## src/rtl/param_stack_alu.sv

```systemverilog
// Parameterised signed RPN stack ALU with an iterative shift-add multiplier.
// Optional build macro PARAM_STACK_ALU_SAT_EN: saturate ADD/SUB/MUL overflow instead of wrapping.
module param_stack_alu #(
    parameter int WIDTH = 32,
    parameter int DEPTH = 16
) (
    input  logic                       clk,
    input  logic                       rst,
    input  logic                       op_valid,
    output logic                       op_ready,
    input  logic [2:0]                 opcode,
    input  logic [WIDTH-1:0]           din,
    output logic [WIDTH-1:0]           dout,
    output logic [$clog2(DEPTH+1)-1:0] count,
    output logic                       err,
    output logic [1:0]                 err_code,
    output logic                       ovf_sticky
);

    localparam int CW = $clog2(DEPTH+1);
    localparam int IW = $clog2(WIDTH);
    localparam logic [WIDTH-1:0] SMAX = {1'b0, {(WIDTH-1){1'b1}}};
    localparam logic [WIDTH-1:0] SMIN = {1'b1, {(WIDTH-1){1'b0}}};

    typedef enum logic [1:0] {IDLE, MUL_RUN, MUL_DONE} state_e;
    typedef enum logic [2:0] {
        OP_ADD  = 3'b000, OP_MUL  = 3'b001, OP_SUB  = 3'b010, OP_DUP = 3'b011,
        OP_PUSH = 3'b100, OP_POP  = 3'b101, OP_SWAP = 3'b110, OP_CLR = 3'b111
    } op_e;
    typedef enum logic [1:0] {E_NONE, E_UNDER, E_FULL, E_OVF} err_e;
    typedef enum logic [2:0] {A_NONE, A_PUSH, A_POP, A_REPL2, A_SWAP, A_CLR} act_e;

    // Shift-register stack: entry 0 is always the top, so no count-based indexing is needed.
    logic [WIDTH-1:0] stack [DEPTH];

    state_e           state, state_d;
    act_e             act;
    err_e             code, code_q;
    logic             done, ovf, mul_start;
    logic [WIDTH-1:0] res, top, nxt;
    logic [WIDTH:0]   add_ext, sub_ext;
    logic [WIDTH-1:0] add_res, sub_res, mul_res;
    logic             add_ovf, sub_ovf, mul_ovf;
    logic [WIDTH-1:0] mag_a, mag_b;

    logic [2*WIDTH-1:0] mul_acc, mul_mcand, mul_prod;
    logic [WIDTH-1:0]   mul_mplier;
    logic               mul_neg;
    logic [IW-1:0]      mul_iter;

    assign top      = stack[0];
    assign nxt      = stack[1];
    assign op_ready = (state == IDLE);
    assign dout     = (count == '0) ? '0 : top;
    assign err_code = code_q;

    assign add_ext = {nxt[WIDTH-1], nxt} + {top[WIDTH-1], top};
    assign sub_ext = {nxt[WIDTH-1], nxt} - {top[WIDTH-1], top};
    assign add_ovf = add_ext[WIDTH] ^ add_ext[WIDTH-1];
    assign sub_ovf = sub_ext[WIDTH] ^ sub_ext[WIDTH-1];

    assign mag_a    = nxt[WIDTH-1] ? -nxt : nxt;
    assign mag_b    = top[WIDTH-1] ? -top : top;
    assign mul_prod = mul_neg ? -mul_acc : mul_acc;
    assign mul_ovf  = !((&mul_prod[2*WIDTH-1:WIDTH-1]) || (~|mul_prod[2*WIDTH-1:WIDTH-1]));

`ifdef PARAM_STACK_ALU_SAT_EN
    assign add_res = add_ovf ? (add_ext[WIDTH] ? SMIN : SMAX) : add_ext[WIDTH-1:0];
    assign sub_res = sub_ovf ? (sub_ext[WIDTH] ? SMIN : SMAX) : sub_ext[WIDTH-1:0];
    assign mul_res = mul_ovf ? (mul_neg ? SMIN : SMAX) : mul_prod[WIDTH-1:0];
`else
    assign add_res = add_ext[WIDTH-1:0];
    assign sub_res = sub_ext[WIDTH-1:0];
    assign mul_res = mul_prod[WIDTH-1:0];
`endif

    always_comb begin
        state_d   = state;
        act       = A_NONE;
        res       = '0;
        done      = 1'b0;
        code      = E_NONE;
        ovf       = 1'b0;
        mul_start = 1'b0;
        case (state)
            IDLE: begin
                if (op_valid) begin
                    done = 1'b1;
                    case (opcode)
                        OP_ADD, OP_SUB: begin
                            if (count < CW'(2)) begin
                                code = E_UNDER;
                            end else begin
                                act = A_REPL2;
                                res = (opcode == OP_ADD) ? add_res : sub_res;
                                ovf = (opcode == OP_ADD) ? add_ovf : sub_ovf;
                                if (ovf) code = E_OVF;
                            end
                        end
                        OP_MUL: begin
                            if (count < CW'(2)) begin
                                code = E_UNDER;
                            end else begin
                                done      = 1'b0;
                                mul_start = 1'b1;
                                state_d   = MUL_RUN;
                            end
                        end
                        OP_DUP: begin
                            if (count == '0)              code = E_UNDER;
                            else if (count == CW'(DEPTH)) code = E_FULL;
                            else begin
                                act = A_PUSH;
                                res = top;
                            end
                        end
                        OP_PUSH: begin
                            if (count == CW'(DEPTH)) code = E_FULL;
                            else begin
                                act = A_PUSH;
                                res = din;
                            end
                        end
                        OP_POP: begin
                            if (count == '0) code = E_UNDER;
                            else             act  = A_POP;
                        end
                        OP_SWAP: begin
                            if (count < CW'(2)) code = E_UNDER;
                            else                act  = A_SWAP;
                        end
                        default: act = A_CLR;
                    endcase
                end
            end
            MUL_RUN: begin
                if (mul_iter == IW'(WIDTH-1)) state_d = MUL_DONE;
            end
            MUL_DONE: begin
                done    = 1'b1;
                act     = A_REPL2;
                res     = mul_res;
                ovf     = mul_ovf;
                if (mul_ovf) code = E_OVF;
                state_d = IDLE;
            end
            default: state_d = IDLE;
        endcase
    end

    always_ff @(posedge clk or posedge rst) begin
        if (rst) begin
            state      <= IDLE;
            count      <= '0;
            err        <= 1'b0;
            code_q     <= E_NONE;
            ovf_sticky <= 1'b0;
        end else begin
            state <= state_d;
            err   <= done && (code != E_NONE);
            if (done) code_q <= code;
            case (act)
                A_PUSH:         count <= count + CW'(1);
                A_POP, A_REPL2: count <= count - CW'(1);
                A_CLR:          count <= '0;
                default:        count <= count;
            endcase
            if (act == A_CLR) ovf_sticky <= 1'b0;
            else if (ovf)     ovf_sticky <= 1'b1;
        end
    end

    always_ff @(posedge clk) begin
        case (act)
            A_PUSH: begin
                stack[0] <= res;
                for (int unsigned i = 1; i < DEPTH; i++) stack[i] <= stack[i-1];
            end
            A_POP: begin
                for (int unsigned i = 0; i < DEPTH-1; i++) stack[i] <= stack[i+1];
            end
            A_REPL2: begin
                stack[0] <= res;
                for (int unsigned i = 1; i < DEPTH-1; i++) stack[i] <= stack[i+1];
            end
            A_SWAP: begin
                stack[0] <= stack[1];
                stack[1] <= stack[0];
            end
            default: ;
        endcase
    end

    // Operands stay on the stack during the multiply; only magnitudes and the sign are captured.
    always_ff @(posedge clk or posedge rst) begin
        if (rst) begin
            mul_acc    <= '0;
            mul_mcand  <= '0;
            mul_mplier <= '0;
            mul_neg    <= 1'b0;
            mul_iter   <= '0;
        end else if (mul_start) begin
            mul_acc    <= '0;
            mul_mcand  <= {{WIDTH{1'b0}}, mag_a};
            mul_mplier <= mag_b;
            mul_neg    <= nxt[WIDTH-1] ^ top[WIDTH-1];
            mul_iter   <= '0;
        end else if (state == MUL_RUN) begin
            if (mul_mplier[0]) mul_acc <= mul_acc + mul_mcand;
            mul_mcand  <= {mul_mcand[2*WIDTH-2:0], 1'b0};
            mul_mplier <= {1'b0, mul_mplier[WIDTH-1:1]};
            mul_iter   <= mul_iter + IW'(1);
        end
    end

endmodule

```

## config.mk

```make
export PLATFORM = sky130hd
export DESIGN_NAME = param_stack_alu
export DESIGN_NICKNAME = d
export VERILOG_FILES = /design/src/rtl/param_stack_alu.sv
export SDC_FILE = /design/constraint.sdc
export NUM_CORES = 2
export LEC_CHECK = 0
export CORE_MARGIN = 4
export CORE_UTILIZATION = 30
export CTS_CLUSTER_DIAMETER = 120
export DETAILED_ROUTE_END_ITERATION = 10
export HOLD_SLACK_MARGIN = 0.03
export PLACE_DENSITY_LB_ADDON = 0.12
export SYNTH_ARGS = -nofsm -noshare
export SYNTH_HDL_FRONTEND = slang
export SYNTH_SLANG_ARGS = --single-unit
```

## constraint.sdc

```tcl
create_clock -name clk -period 14.82 [get_ports clk]
set_input_delay 2.964 -clock clk [delete_from_list [all_inputs] [get_ports clk]]
set_output_delay 2.964 -clock clk [all_outputs]
set_load 0.01 [all_outputs]
```

==> reports/metrics.cfg <==
[layout]
final_area_um2 = 44000
layout_common_cells = nand2_1, edfxtp_1, o21ai_0, nor2_1, dfrtp_1
fin_nets = 4202
drive_above_1_share_pct = 9.07
final_common_cell = nand2_1
syn_to_final_growth_pct = 13.3
fillers = 13300
diodes = 0

[drt]
drt_first_pass_iters = 7
vias = 29300
wl_per_cell_um = 19.2
ant_nets = 0
vias_per_cell = 5.04
drcViolationCount = 0
wl_mm = 112
drt_iter0_drc = 2204

[sta]
worst_pin_slew_ns = 1.08
fin_crit_sh_pct = 45.4
fin_setup_tns_ns = 0
max_slew_margin_pct = 28.2
setup_viol = 0
fmax_mhz = 149
whs_ns = 0.443
final_hold_viol_count = 0
skew_ns = 0.0312
min_period_ns = 6.73
grt_setup_unrepaired = no
setup_ws_ns = 8.09
drv_slew = 0

[setup_path]
end_kind = register
cp_max_fo = 106
crit_required_ns = 15.11
cp.arrival_ns = 7.02
crit_type = in2reg
startpoint_type = input port

[floorplan]
die_width_um = 368
row_count = 131
io_pins = 80
start_util_pct = 30.3
fp.coreArea_um2 = 128000
die_y_um = 368
die-area_um2 = 135000

[synth]
ys_seq_elements = 689
yosysUniqueCellTypes = 85
synth_edf_count = 512
ys_async_sr_fraction_pct = 25.7
synth_nets = 4227
synth.avg_cell_area_um2 = 9.60
ys.flop_type = edfxtp_1
syn_area_um2 = 38900
synth_warnings = 0
synth-seq-area-share_pct = 51.0
synth_cells = 4050

[clocking]
clk_path_buf_depth = 3
cts-resized-gates = 0
root_buffer = clkbuf_16
cts-buffers-inserted = 82
clk_latency_ns = 0.69
cts_max_level = 3
cts_tree = yes
hold_buffers = 0
cts_sinks = 689
path_clk_slew_ns = 0.06
postCtsSetupRepairBufs = 0

[outcome]
status = finished clean

[placement]
dpl.hpwl_mm = 78.1
pre_cts_ws_ns = 7.24
dpl_cell_area_um2 = 41400
routabilityCongestion = 0.851
place.port_buffers = 79

[power]
p_leak_uw = 0.0168
ir_drop_mv = 0.0941
powerDensity_nw_per_um2 = 192
total_power_uw = 8440

[grt]
grt-ovfl-total = 0
grt_usage_pct = 16.1
antenna_found_initial = 2
grt_max_degree = 187
grt_first_pass_wirelength_mm = 175
grt_pass1_vias = 28800

[min_path]
min-delay-path-class = reg2reg

[job]
maxCapViolCount = 0

==> synthesized netlist by cell type (21+ instances only) <==
master,instances,share of area (%)
nand3_1,58,0.75
nor4_1,26,0.42
edfxtp_1,512,40
nand2_1,1139,11
xor2_1,58,1.3
dfrtp_1,177,11
o31ai_1,31,0.60
inv_1,98,0.95
o21bai_1,28,0.54
mux2_2,163,4.7
a21o_1,40,0.77
o21ai_0,278,3.6
clkbuf_1,215,2.1
ha_1,135,4.3
nor2b_1,21,0.34
or3_1,24,0.39
a22oi_1,28,0.54
nand4_1,31,0.50
nor2_1,229,2.2
a21oi_1,174,2.2
nor3_1,57,0.73
xnor2_1,148,3.3
a31oi_1,78,1.3
==> power by group <==
group / internal, uW / total [uW] / switching [uW]
clock: 1130 / 1990 / 859
sequential: 2770 / 3260 / 493
combinational: 1210 / 3190 / 1980
total: 5110 / 8440 / 3340
==> final timing paths <==
kind	from	to	slack, ns	depth (start not counted)
worst max register to register	mul_acc[3]$_DFFE_PP0P_	err$_DFF_PP0_	9.64	13
max in group asynchronous	rst	mul_mcand[27]$_DFFE_PP0P_	10.24	4
worst min-delay path	stack[0][450]$_DFFE_PP_	stack[0][482]$_DFFE_PP_	0.44	0
min in group asynchronous	rst	mul_acc[62]$_DFFE_PP0P_	2.77	2
worst max-delay path	opcode[0]	stack[0][120]$_DFFE_PP_	8.09	10
worst min register to register	stack[0][450]$_DFFE_PP_	stack[0][482]$_DFFE_PP_	0.44	0
==> worst max-delay path: stages <==
cell	delay [ns]
clkdlybuf4s50_1	0.83
nor3_2	0.37
a21oi_1	0.07
nor2_1	0.21
nor2_4	0.09
inv_8	0.39
a21oi_1	0.35
nor2_4	0.16
buf_4	0.63
buf_4	0.82
==> sequential cells by signal, summed over array words and instances (netlist names) <==
signal      count
state           2
mul_mplier     32
err_code        2
count           5
ovf_sticky      1
err             1
stack         512
mul_neg         1
mul_mcand      64
mul_iter        5
mul_acc        64
==> cell families after synthesis <==
logic type / after synthesis / synth area share [%]
simple gates: 1691 / 18.5
compound gates: 825 / 13.3
flops: 689 / 51.0
buf+inv: 328 / 3.20
xor+xnor: 206 / 4.64
mux: 172 / 4.95
fa+ha+maj: 139 / 4.55
==> through the flow <==
stage | instances | utilization [%]
5_1_grt | 5818 | 34.3
3_5_place_dp | 5670 | 32.3
4_1_cts | 5818 | 34.3
6_report | 5818 | 34.3
2_1_floorplan | 4050 | -
3_3_place_gp | 5670 | 32.3
==> cell type report <==
type                            instances  area [um2]  area share (%)
Clock buffer                          107        2220            5.04
Clock inverter                         41         387           0.878
Inverter                               98         383           0.870
Multi-Input combinational cell       3033       17900            40.7
Sequential cell                       689       19800            45.0
Tap cell                             1729        2160            4.91
Timing Repair Buffer                  121        1140            2.60
==> routing by layer <==
metal / global-route usage (%) / part of all wire [%] / wire [um]
met5: 0 / 0.013 / 14
met4: 4.20 / 2.3 / 2600
met3: 2.31 / 3.1 / 3500
met2: 26.2 / 46 / 52000
met1: 22.5 / 48 / 53700
(Power assumes the default switching activity.)
